### config.mk
export PLATFORM = sky130hd
export DESIGN_NAME = tpu_c_drain_flat
export DESIGN_NICKNAME = d
export VERILOG_FILES = /design/src/rtl/tpu_pkg.sv /design/src/rtl/tpu_c_drain_if.sv /design/src/rtl/tpu_word_serializer.sv /design/src/rtl/tpu_c_drain.sv /design/src/flat_wrapper.sv
export SDC_FILE = /design/constraint.sdc
export NUM_CORES = 1
export LEC_CHECK = 0
export ABC_AREA = 1
export ABC_CLOCK_PERIOD_IN_PS = 1700
export CORE_MARGIN = 1.5
export CORE_UTILIZATION = 44
export CTS_CLUSTER_DIAMETER = 100
export DETAILED_ROUTE_END_ITERATION = 10
export GPL_ROUTABILITY_DRIVEN = 0
export GPL_TIMING_DRIVEN = 0
export PLACE_DENSITY = 0.76
export SYNTH_ARGS = -nofsm -noshare
export SYNTH_HDL_FRONTEND = slang
export SYNTH_SLANG_ARGS = --single-unit
### constraint.sdc
create_clock -name clk -period 1.7 [get_ports clk]
set_input_delay 0.34 -clock clk [delete_from_list [all_inputs] [get_ports clk]]
set_output_delay 0.34 -clock clk [all_outputs]
set_load 0.01 [all_outputs]
### src/rtl/tpu_pkg.sv
// Shared constants, drain state encoding and row padding helper for the TPU C-buffer drain.
package tpu_pkg;

    localparam int ADDR_BITS  = 16;
    localparam int DATAC_BITS = 128;
    localparam int WORD_BITS  = 32;
    localparam int LANES      = 4;

    typedef enum logic [2:0] {
        IDLE = 3'd0,
        REQ  = 3'd1,
        LAT  = 3'd2,
        SEND = 3'd3,
        DONE = 3'd4
    } drain_state_e;

    // Rows are written in tiles of four; 9 bits so 253..255 round up to 256.
    function automatic logic [8:0] pad4(input logic [7:0] n);
        logic [8:0] sum;
        sum = {1'b0, n} + 9'd3;
        return sum & ~9'd3;
    endfunction

endpackage

### src/rtl/tpu_c_drain_if.sv
// C-buffer read port and host word stream seen from the drain block (master) and its peers (slave).
interface tpu_c_drain_if #(
    parameter int ADDR_W = tpu_pkg::ADDR_BITS,
    parameter int DATA_W = tpu_pkg::DATAC_BITS,
    parameter int WORD_W = tpu_pkg::WORD_BITS
);

    logic              C_rd_en;
    logic [ADDR_W-1:0] C_index;
    logic [DATA_W-1:0] C_data_out;
    logic              out_valid;
    logic              out_ready;
    logic [WORD_W-1:0] out_data;
    logic              out_last;

    modport master (
        output C_rd_en,
        output C_index,
        input  C_data_out,
        output out_valid,
        input  out_ready,
        output out_data,
        output out_last
    );

    modport slave (
        input  C_rd_en,
        input  C_index,
        output C_data_out,
        input  out_valid,
        output out_ready,
        input  out_data,
        input  out_last
    );

endinterface

### src/rtl/tpu_word_serializer.sv
// Holds one C entry and streams it out a word at a time over valid/ready, lowest lane first.
module tpu_word_serializer #(
    parameter int DATA_W    = tpu_pkg::DATAC_BITS,
    parameter int WORD_W    = tpu_pkg::WORD_BITS,
    parameter int NUM_LANES = tpu_pkg::LANES
) (
    input  logic              clk,
    input  logic              rst_n,
    input  logic              load_i,
    input  logic              last_row_i,
    input  logic [DATA_W-1:0] data_i,
    input  logic              out_ready_i,
    output logic              out_valid_o,
    output logic [WORD_W-1:0] out_data_o,
    output logic              out_last_o,
    output logic              lane3_accepted_o
);

    localparam int LANE_BITS = $clog2(NUM_LANES);
    localparam logic [LANE_BITS-1:0] LAST_LANE   = LANE_BITS'(NUM_LANES - 1);
    localparam logic [LANE_BITS-1:0] PENULT_LANE = LANE_BITS'(NUM_LANES - 2);

    logic [DATA_W-1:0]    hold_q, hold_d;
    logic [LANE_BITS-1:0] lane_q, lane_d;
    logic                 valid_q, valid_d;
    logic                 last_row_q, last_row_d;
    logic                 last_q, last_d;
    logic                 accept;

    assign accept           = valid_q & out_ready_i;
    assign lane3_accepted_o = accept && (lane_q == LAST_LANE);

    // The holding register shifts down one word per accepted beat so the current
    // lane always sits in the low word and out_data comes straight from a flop.
    always_comb begin
        hold_d     = hold_q;
        lane_d     = lane_q;
        valid_d    = valid_q;
        last_row_d = last_row_q;
        last_d     = last_q;
        if (load_i) begin
            hold_d     = data_i;
            lane_d     = '0;
            valid_d    = 1'b1;
            last_row_d = last_row_i;
            last_d     = last_row_i && (NUM_LANES == 1);
        end else if (accept) begin
            if (lane_q == LAST_LANE) begin
                valid_d = 1'b0;
                last_d  = 1'b0;
            end else begin
                hold_d = hold_q >> WORD_W;
                lane_d = lane_q + LANE_BITS'(1);
                last_d = last_row_q && (lane_q == PENULT_LANE);
            end
        end
    end

    always_ff @(posedge clk) begin
        if (!rst_n) begin
            hold_q     <= '0;
            lane_q     <= '0;
            valid_q    <= 1'b0;
            last_row_q <= 1'b0;
            last_q     <= 1'b0;
        end else begin
            hold_q     <= hold_d;
            lane_q     <= lane_d;
            valid_q    <= valid_d;
            last_row_q <= last_row_d;
            last_q     <= last_d;
        end
    end

    assign out_valid_o = valid_q;
    assign out_data_o  = hold_q[WORD_W-1:0];
    assign out_last_o  = last_q;

endmodule

### src/rtl/tpu_c_drain.sv
// Read side of the C buffer: walks the padded result rows after a TPU run and
// streams each 128-bit entry to the host as four 32-bit words.
module tpu_c_drain
    import tpu_pkg::*;
(
    input  logic             clk,
    input  logic             rst_n,
    input  logic             start,
    input  logic [7:0]       num_rows,
    output logic             busy,
    output logic             done,
    tpu_c_drain_if.master    bus
);

    localparam logic [2:0] ST_IDLE = 3'(IDLE);
    localparam logic [2:0] ST_REQ  = 3'(REQ);
    localparam logic [2:0] ST_LAT  = 3'(LAT);
    localparam logic [2:0] ST_SEND = 3'(SEND);
    localparam logic [2:0] ST_DONE = 3'(DONE);

    logic [2:0]           state_q, state_d;
    logic [8:0]           row_q, row_d;
    logic [8:0]           rows_total_q, rows_total_d;
    logic                 busy_q, done_q, rd_en_q;
    logic [ADDR_BITS-1:0] index_q;
    logic [8:0]           row_inc;
    logic [8:0]           padded_rows;
    logic                 is_last_row;
    logic                 load;
    logic                 lane3_accepted;

    assign row_inc     = row_q + 9'd1;
    assign is_last_row = (row_inc == rows_total_q);
    assign padded_rows = pad4(num_rows);
    assign load        = (state_q == ST_LAT);

    // One read per row with no prefetch: the next REQ waits for the last lane to be taken.
    always_comb begin
        state_d      = state_q;
        row_d        = row_q;
        rows_total_d = rows_total_q;
        case (state_q)
            ST_IDLE: begin
                if (start) begin
                    rows_total_d = padded_rows;
                    row_d        = '0;
                    state_d      = (padded_rows == 9'd0) ? ST_DONE : ST_REQ;
                end
            end
            ST_REQ:  state_d = ST_LAT;
            ST_LAT:  state_d = ST_SEND;
            ST_SEND: begin
                if (lane3_accepted) begin
                    row_d   = row_inc;
                    state_d = is_last_row ? ST_DONE : ST_REQ;
                end
            end
            ST_DONE: state_d = ST_IDLE;
            default: state_d = ST_IDLE;
        endcase
    end

    // Outputs are decoded from the next state so they come straight from flops.
    always_ff @(posedge clk) begin
        if (!rst_n) begin
            state_q      <= ST_IDLE;
            row_q        <= '0;
            rows_total_q <= '0;
            busy_q       <= 1'b0;
            done_q       <= 1'b0;
            rd_en_q      <= 1'b0;
            index_q      <= '0;
        end else begin
            state_q      <= state_d;
            row_q        <= row_d;
            rows_total_q <= rows_total_d;
            busy_q       <= (state_d == ST_REQ) || (state_d == ST_LAT) || (state_d == ST_SEND);
            done_q       <= (state_d == ST_DONE);
            rd_en_q      <= (state_d == ST_REQ);
            if (state_d == ST_REQ) begin
                index_q <= ADDR_BITS'(row_d);
            end
        end
    end

    tpu_word_serializer #(
        .DATA_W    (DATAC_BITS),
        .WORD_W    (WORD_BITS),
        .NUM_LANES (LANES)
    ) u_serializer (
        .clk              (clk),
        .rst_n            (rst_n),
        .load_i           (load),
        .last_row_i       (is_last_row),
        .data_i           (bus.C_data_out),
        .out_ready_i      (bus.out_ready),
        .out_valid_o      (bus.out_valid),
        .out_data_o       (bus.out_data),
        .out_last_o       (bus.out_last),
        .lane3_accepted_o (lane3_accepted)
    );

    assign bus.C_rd_en = rd_en_q;
    assign bus.C_index = index_q;
    assign busy        = busy_q;
    assign done        = done_q;

endmodule

### src/flat_wrapper.sv
// flat-port wrapper written by rule: the top's interface ports become plain ports
module tpu_c_drain_flat import tpu_pkg::*;
  (clk, rst_n, start, num_rows, busy, done, bus_C_rd_en, bus_C_index, bus_C_data_out, bus_out_valid, bus_out_ready, bus_out_data, bus_out_last);
  tpu_c_drain_if bus_i ();
  input  logic clk;
  input  logic rst_n;
  input  logic start;
  input  logic [7:0] num_rows;
  output logic busy;
  output logic done;
  output wire logic [$bits(bus_i.C_rd_en)-1:0] bus_C_rd_en;
  output wire logic [$bits(bus_i.C_index)-1:0] bus_C_index;
  input wire logic [$bits(bus_i.C_data_out)-1:0] bus_C_data_out;
  output wire logic [$bits(bus_i.out_valid)-1:0] bus_out_valid;
  input wire logic [$bits(bus_i.out_ready)-1:0] bus_out_ready;
  output wire logic [$bits(bus_i.out_data)-1:0] bus_out_data;
  output wire logic [$bits(bus_i.out_last)-1:0] bus_out_last;
  assign bus_C_rd_en = bus_i.C_rd_en;
  assign bus_C_index = bus_i.C_index;
  assign bus_i.C_data_out = bus_C_data_out;
  assign bus_out_valid = bus_i.out_valid;
  assign bus_i.out_ready = bus_out_ready;
  assign bus_out_data = bus_i.out_data;
  assign bus_out_last = bus_i.out_last;
  tpu_c_drain u_core (.clk(clk), .rst_n(rst_n), .start(start), .num_rows(num_rows), .busy(busy), .done(done), .bus(bus_i));
endmodule
==> flow_results.org <==
** Setup path
- Worst Path Max Fanout :: 6
- Among cell families on the critical path, the largest total delay comes from simple AND/OR/NAND/NOR gates.
- The worst setup path is captured at a flip-flop.
- Type of the worst setup path :: reg2reg
- Data on the critical path arrives at its endpoint at 2.22 ns.
- Most common cell type on the critical path :: sky130_fd_sc_hd__nand3_2
- On the worst path, the slowest cell contributes a delay of 0.37 ns.
- Sort of element at the start of the critical path :: flip-flop
- The number of buffers and inverters on the critical path is 2.
- Cell with the largest stage delay on the worst path :: sky130_fd_sc_hd__dfxtp_4
- The critical path goes through inv_1 -> nor2_4 -> nand3_2 -> nand3_1 -> nand3_2 -> nor2_4 -> nand3_2 -> nand2_4 -> nand2_4 -> buf_6 -> a21oi_1 -> nor2_1.
- Required time of the critical path :: 2.02 ns

** Logic synthesis
- Summing every instance area after synthesis gives ~7400 sq um.
- The cell count after synthesis came out at approximately 1100.
- Yosys mapped the design onto 34 distinct sky130hd cell types.
- The synthesized design contains 0 enable-type register cells.
- Number of warnings printed during yosys synthesis :: 0
- For this run, asynchronously set or reset flops after synthesis account for 0%.
- Register bit total from synthesis :: 164
- Synth Flop Type :: sky130_fd_sc_hd__dfxtp_1
- Avg Synthesized Cell Area :: 7.04 sq um
- Of the synthesized area, sequential elements account for 44.3%.

** Min path
- Worst hold path type :: in2reg

** Route
- Number of vias after detailed routing :: 7533
- DRT Wirelength :: 22600 um
- After detailed routing, the number of remaining DRC violations is 0.
- Number of detailed-route iterations in the first pass :: 5
- Once detail routing completed, the nets flagged for antenna violations numbered 0.
- Using the TritonRoute via totals, the vias-per-cell ratio works out to 4.98.
- Starting DRC count in detailed routing :: 479
- Routed len/inst :: between 10 and 15 um

** Power and ir drop
- Power density relative to cell area :: 919 nW/um^2
- Power, Total :: 9.76 mW
- For this design the static power due to leakage is 5.02 nW.
- Across the VDD grid, the largest voltage drop is around 0.66 mV.

** CTS
- Clock root cell :: sky130_fd_sc_hd__clkbuf_16
- TritonCTS built the clock tree.
- Clock transition at the register clock pins on the worst setup and hold paths after CTS :: 0.06 ns
- TritonCTS created 17 clock buffers.
- The clock drives 164 sinks.
- The H-tree was split into 4 levels.
- Buffers from clock root to sink, at most :: 2
- Clock latency on the worst-skew pair, taken at its later pin, is 0.43 ns.

** STA
- Min Tclk post-route :: 1.90 ns
- Setup repair after global routing could not meet its margin everywhere.
- The count of endpoints failing hold in the final timing report is 0.
- Slew Limit Headroom :: between 50% and 60%
- Post-route clock period utilization :: 112%
- Derived from the worst setup path, the maximum achievable clock frequency is 526 MHz.
- In the post-route analysis, the smallest setup slack over all paths is -0.200 ns.
- Measured slew at the worst slew-check pin :: 0.600 ns
- Setup violations, final :: 14
- Between clock sinks in the finished design, the worst skew comes to 0.00662 ns.
- Summed over all failing endpoints, the final setup total negative slack is -2.10 ns.
- The number of max-slew violations in the final report is 0.

** Final layout
- Area occupied by multi-input gates :: 3450 sq um
- The number of antenna diodes in the final layout is 0.
- Once layout is complete, the utilization of the core stands at 64.3%.
- Of the cells placed in the final design, the portion with a size suffix greater than 1 is about 16%.
- Summing all non-filler instances in the final layout gives an area of between 10000 and 15000 sq um.
- Register area :: 3300 sq um
- The final layout contains 1428 nets.
- The area growth from synthesis to layout is 43.2%.
- The layout has 1434 filler cells.

** Place
- HPWL after detailed placement :: 16100 um
- Once placement finished, the instance area stood at 9600 sq um.
- Buffers placed on the I/O ports in this run total ~180.
- Setup slack at placement :: -0.887 ns

** Floorplanning
- Count of boundary I/O pins :: 193
- From bottom edge to top edge, the die measures 133 um.
- CORE AREA :: 16500 sq um
- For this configuration, the core starts out at a cell density of 44.9%.
- Area enclosed by the die boundary :: 17600 sq um
- The floorplan step set the die width to 133 um.
- The floorplan has 47 rows.

** Status
- The flow ran to the end, but the final reports show violations.
- The checks that failed: setup timing.

** GRT
- Number of global-route vias before repair :: 7025
- GR Util All Layers :: between 20 and 25%
- Initial antenna violation count :: 1
- Sum of overflow across all layers after global routing :: 0
- Global-route wire length before repair :: 34300 um
- Entering global routing, the biggest net connects 17 pins.

** Flow run
- Max-cap violation count :: 0
## report_power, final
part / switching, mW / total, mW / internal (mW) / leakage, nW
Combinational: 1.07 / 2.08 / 1.01 / 3.43
Clock: 1.45 / 3.37 / 1.93 / 0.252
Sequential: 0.175 / 4.31 / 4.13 / 1.34
## registers in the layout, summed over array words and instances (netlist names)
signal                           flops
u_core.u_serializer.hold_q         128
u_core.u_serializer.lane_q           2
u_core.state_q                       3
u_core.u_serializer.last_row_q       1
u_core.done                          1
u_core.busy                          1
u_core.row_q                         9
u_core.rows_total_q                  7
u_core.u_serializer.out_valid_o      1
u_core.bus.C_rd_en                   1
u_core.bus.C_index                   9
u_core.u_serializer.out_last_o       1
## synthesized netlist by cell type, types with 5 or more instances
cell type                  number  share of area (%)
sky130_fd_sc_hd__a21oi_1       23                1.6
sky130_fd_sc_hd__a31oi_1       36                3.0
sky130_fd_sc_hd__a32o_1        33                4.5
sky130_fd_sc_hd__buf_1          6               0.30
sky130_fd_sc_hd__buf_2          8               0.54
sky130_fd_sc_hd__buf_4         41                4.1
sky130_fd_sc_hd__clkbuf_1      39                2.0
sky130_fd_sc_hd__dfxtp_1      164                 44
sky130_fd_sc_hd__inv_1        105                5.3
sky130_fd_sc_hd__inv_2          5               0.25
sky130_fd_sc_hd__nand2_1      407                 21
sky130_fd_sc_hd__nand3_1       96                6.5
sky130_fd_sc_hd__nor2_1        40                2.0
sky130_fd_sc_hd__o21ai_0        9               0.61
## worst min-delay path: cells and delay by family
kind	cells	cell delay [ns]
simple gates	3	0.23
compound gates	1	0.11
buf+inv	1	0.15
## area by class of cell
cell class                      instances  area share, %
Multi-Input combinational cell        690           32.5
Timing Repair Buffer                  204           18.9
Sequential cell                       164           31.1
Timing Repair inverter                  1         0.0589
Clock buffer                           21           4.43
Buffer                                 95           6.10
Inverter                              112           4.06
Clock inverter                          5          0.306
Tap cell                              220           2.59
## cell families (layout without fill, tap and decap cells)
| family | Yosys count | in the layout | synth area share [%] |
|---|---|---|---|
| adder cells (fa/ha/maj) | 3 | 3 | 0.506 |
| AND/OR/NAND/NOR | 568 | 569 | 31.7 |
| XOR/XNOR | 1 | 1 | 0.118 |
| AO/OA/AOI/OAI | 110 | 110 | 10.6 |
| other | 1 | 7 | 0.0506 |
| buffers and inverters | 207 | 438 | 12.8 |
| flip-flops | 164 | 164 | 44.3 |
## metrics by stage
step                      hold WS (ns)  instances
after floorplan                  0.440       1060
after global placement           0.458       1464
after detailed placement         0.459       1464
after CTS                        0.459       1506
after global routing             0.489       1512
final                            0.451       1512
## path summary, 6_finish.rpt
path,startpoint,to,slack [ns],cells past startpoint
worst max register to register,u_core.row_q[0],u_core.bus.C_index[2],-0.20,12
worst min-delay path,num_rows[2],u_core.rows_total_q[2],0.45,5
worst min register to register,u_core.u_serializer.last_row_q,u_core.u_serializer.last_row_q,0.47,1
worst max-delay path,u_core.row_q[0],u_core.bus.C_index[2],-0.20,12
## cells in the final DEF, fill, tap and decap left out, types with 3 or more instances in the layout
master                            synthesis  final
sky130_fd_sc_hd__dlymetal6s2s_1           0      8
sky130_fd_sc_hd__o22ai_1                  3      3
sky130_fd_sc_hd__o211ai_1                 3      3
sky130_fd_sc_hd__nand2_1                407    391
sky130_fd_sc_hd__clkbuf_1                39     17
sky130_fd_sc_hd__nand2_2                  4     17
sky130_fd_sc_hd__clkinv_2                 0      4
sky130_fd_sc_hd__buf_8                    0      3
sky130_fd_sc_hd__clkdlybuf4s50_1          0    142
sky130_fd_sc_hd__a31oi_1                 36     35
sky130_fd_sc_hd__nand4_1                  4      4
sky130_fd_sc_hd__a21oi_1                 23     13
sky130_fd_sc_hd__buf_2                    8      7
sky130_fd_sc_hd__dfxtp_2                  0      7
sky130_fd_sc_hd__clkbuf_16                0     18
sky130_fd_sc_hd__conb_1                   1      7
sky130_fd_sc_hd__a21oi_2                  1     10
sky130_fd_sc_hd__dfxtp_4                  0      3
sky130_fd_sc_hd__inv_1                  105    101
sky130_fd_sc_hd__clkbuf_8                 0      3
sky130_fd_sc_hd__nand3_1                 96     88
sky130_fd_sc_hd__nor2_2                   3      8
sky130_fd_sc_hd__buf_6                    1      8
sky130_fd_sc_hd__clkbuf_2                 0     13
sky130_fd_sc_hd__nor2_1                  40     33
sky130_fd_sc_hd__nor2_4                   3      5
sky130_fd_sc_hd__buf_4                   41     63
sky130_fd_sc_hd__inv_4                    0      3
sky130_fd_sc_hd__nand2_4                  1      5
sky130_fd_sc_hd__o21ai_0                  9      8
sky130_fd_sc_hd__dfxtp_1                164    154
sky130_fd_sc_hd__dlygate4sd2_1            0     34
sky130_fd_sc_hd__inv_2                    5      7
sky130_fd_sc_hd__a32o_1                  33     33
sky130_fd_sc_hd__nand3_2                  3     10
sky130_fd_sc_hd__clkinv_4                 0      3
## timing repair
| action | 4_1_cts | 5_1_grt |
|---|---|---|
| pin swaps | 13 | 21 |
| setup buffers | 14 | 4 |
| cloned | 2 | 2 |
| setup endpoints to repair | 184 | 146 |
| hold buffers | 0 | 0 |
| gates resized for setup | 98 | 96 |
## metal layers
metal / vias up / global-route usage, % / share of wire [%]
li1: 3799 / - / -
met2: 273 / 41.9 / 49
met4: 2 / 9.04 / 2.4
met5: - / 0 / 0.057
met1: 3413 / 30.4 / 41
met3: 46 / 6.02 / 7.3
(Power assumes the default switching activity.)
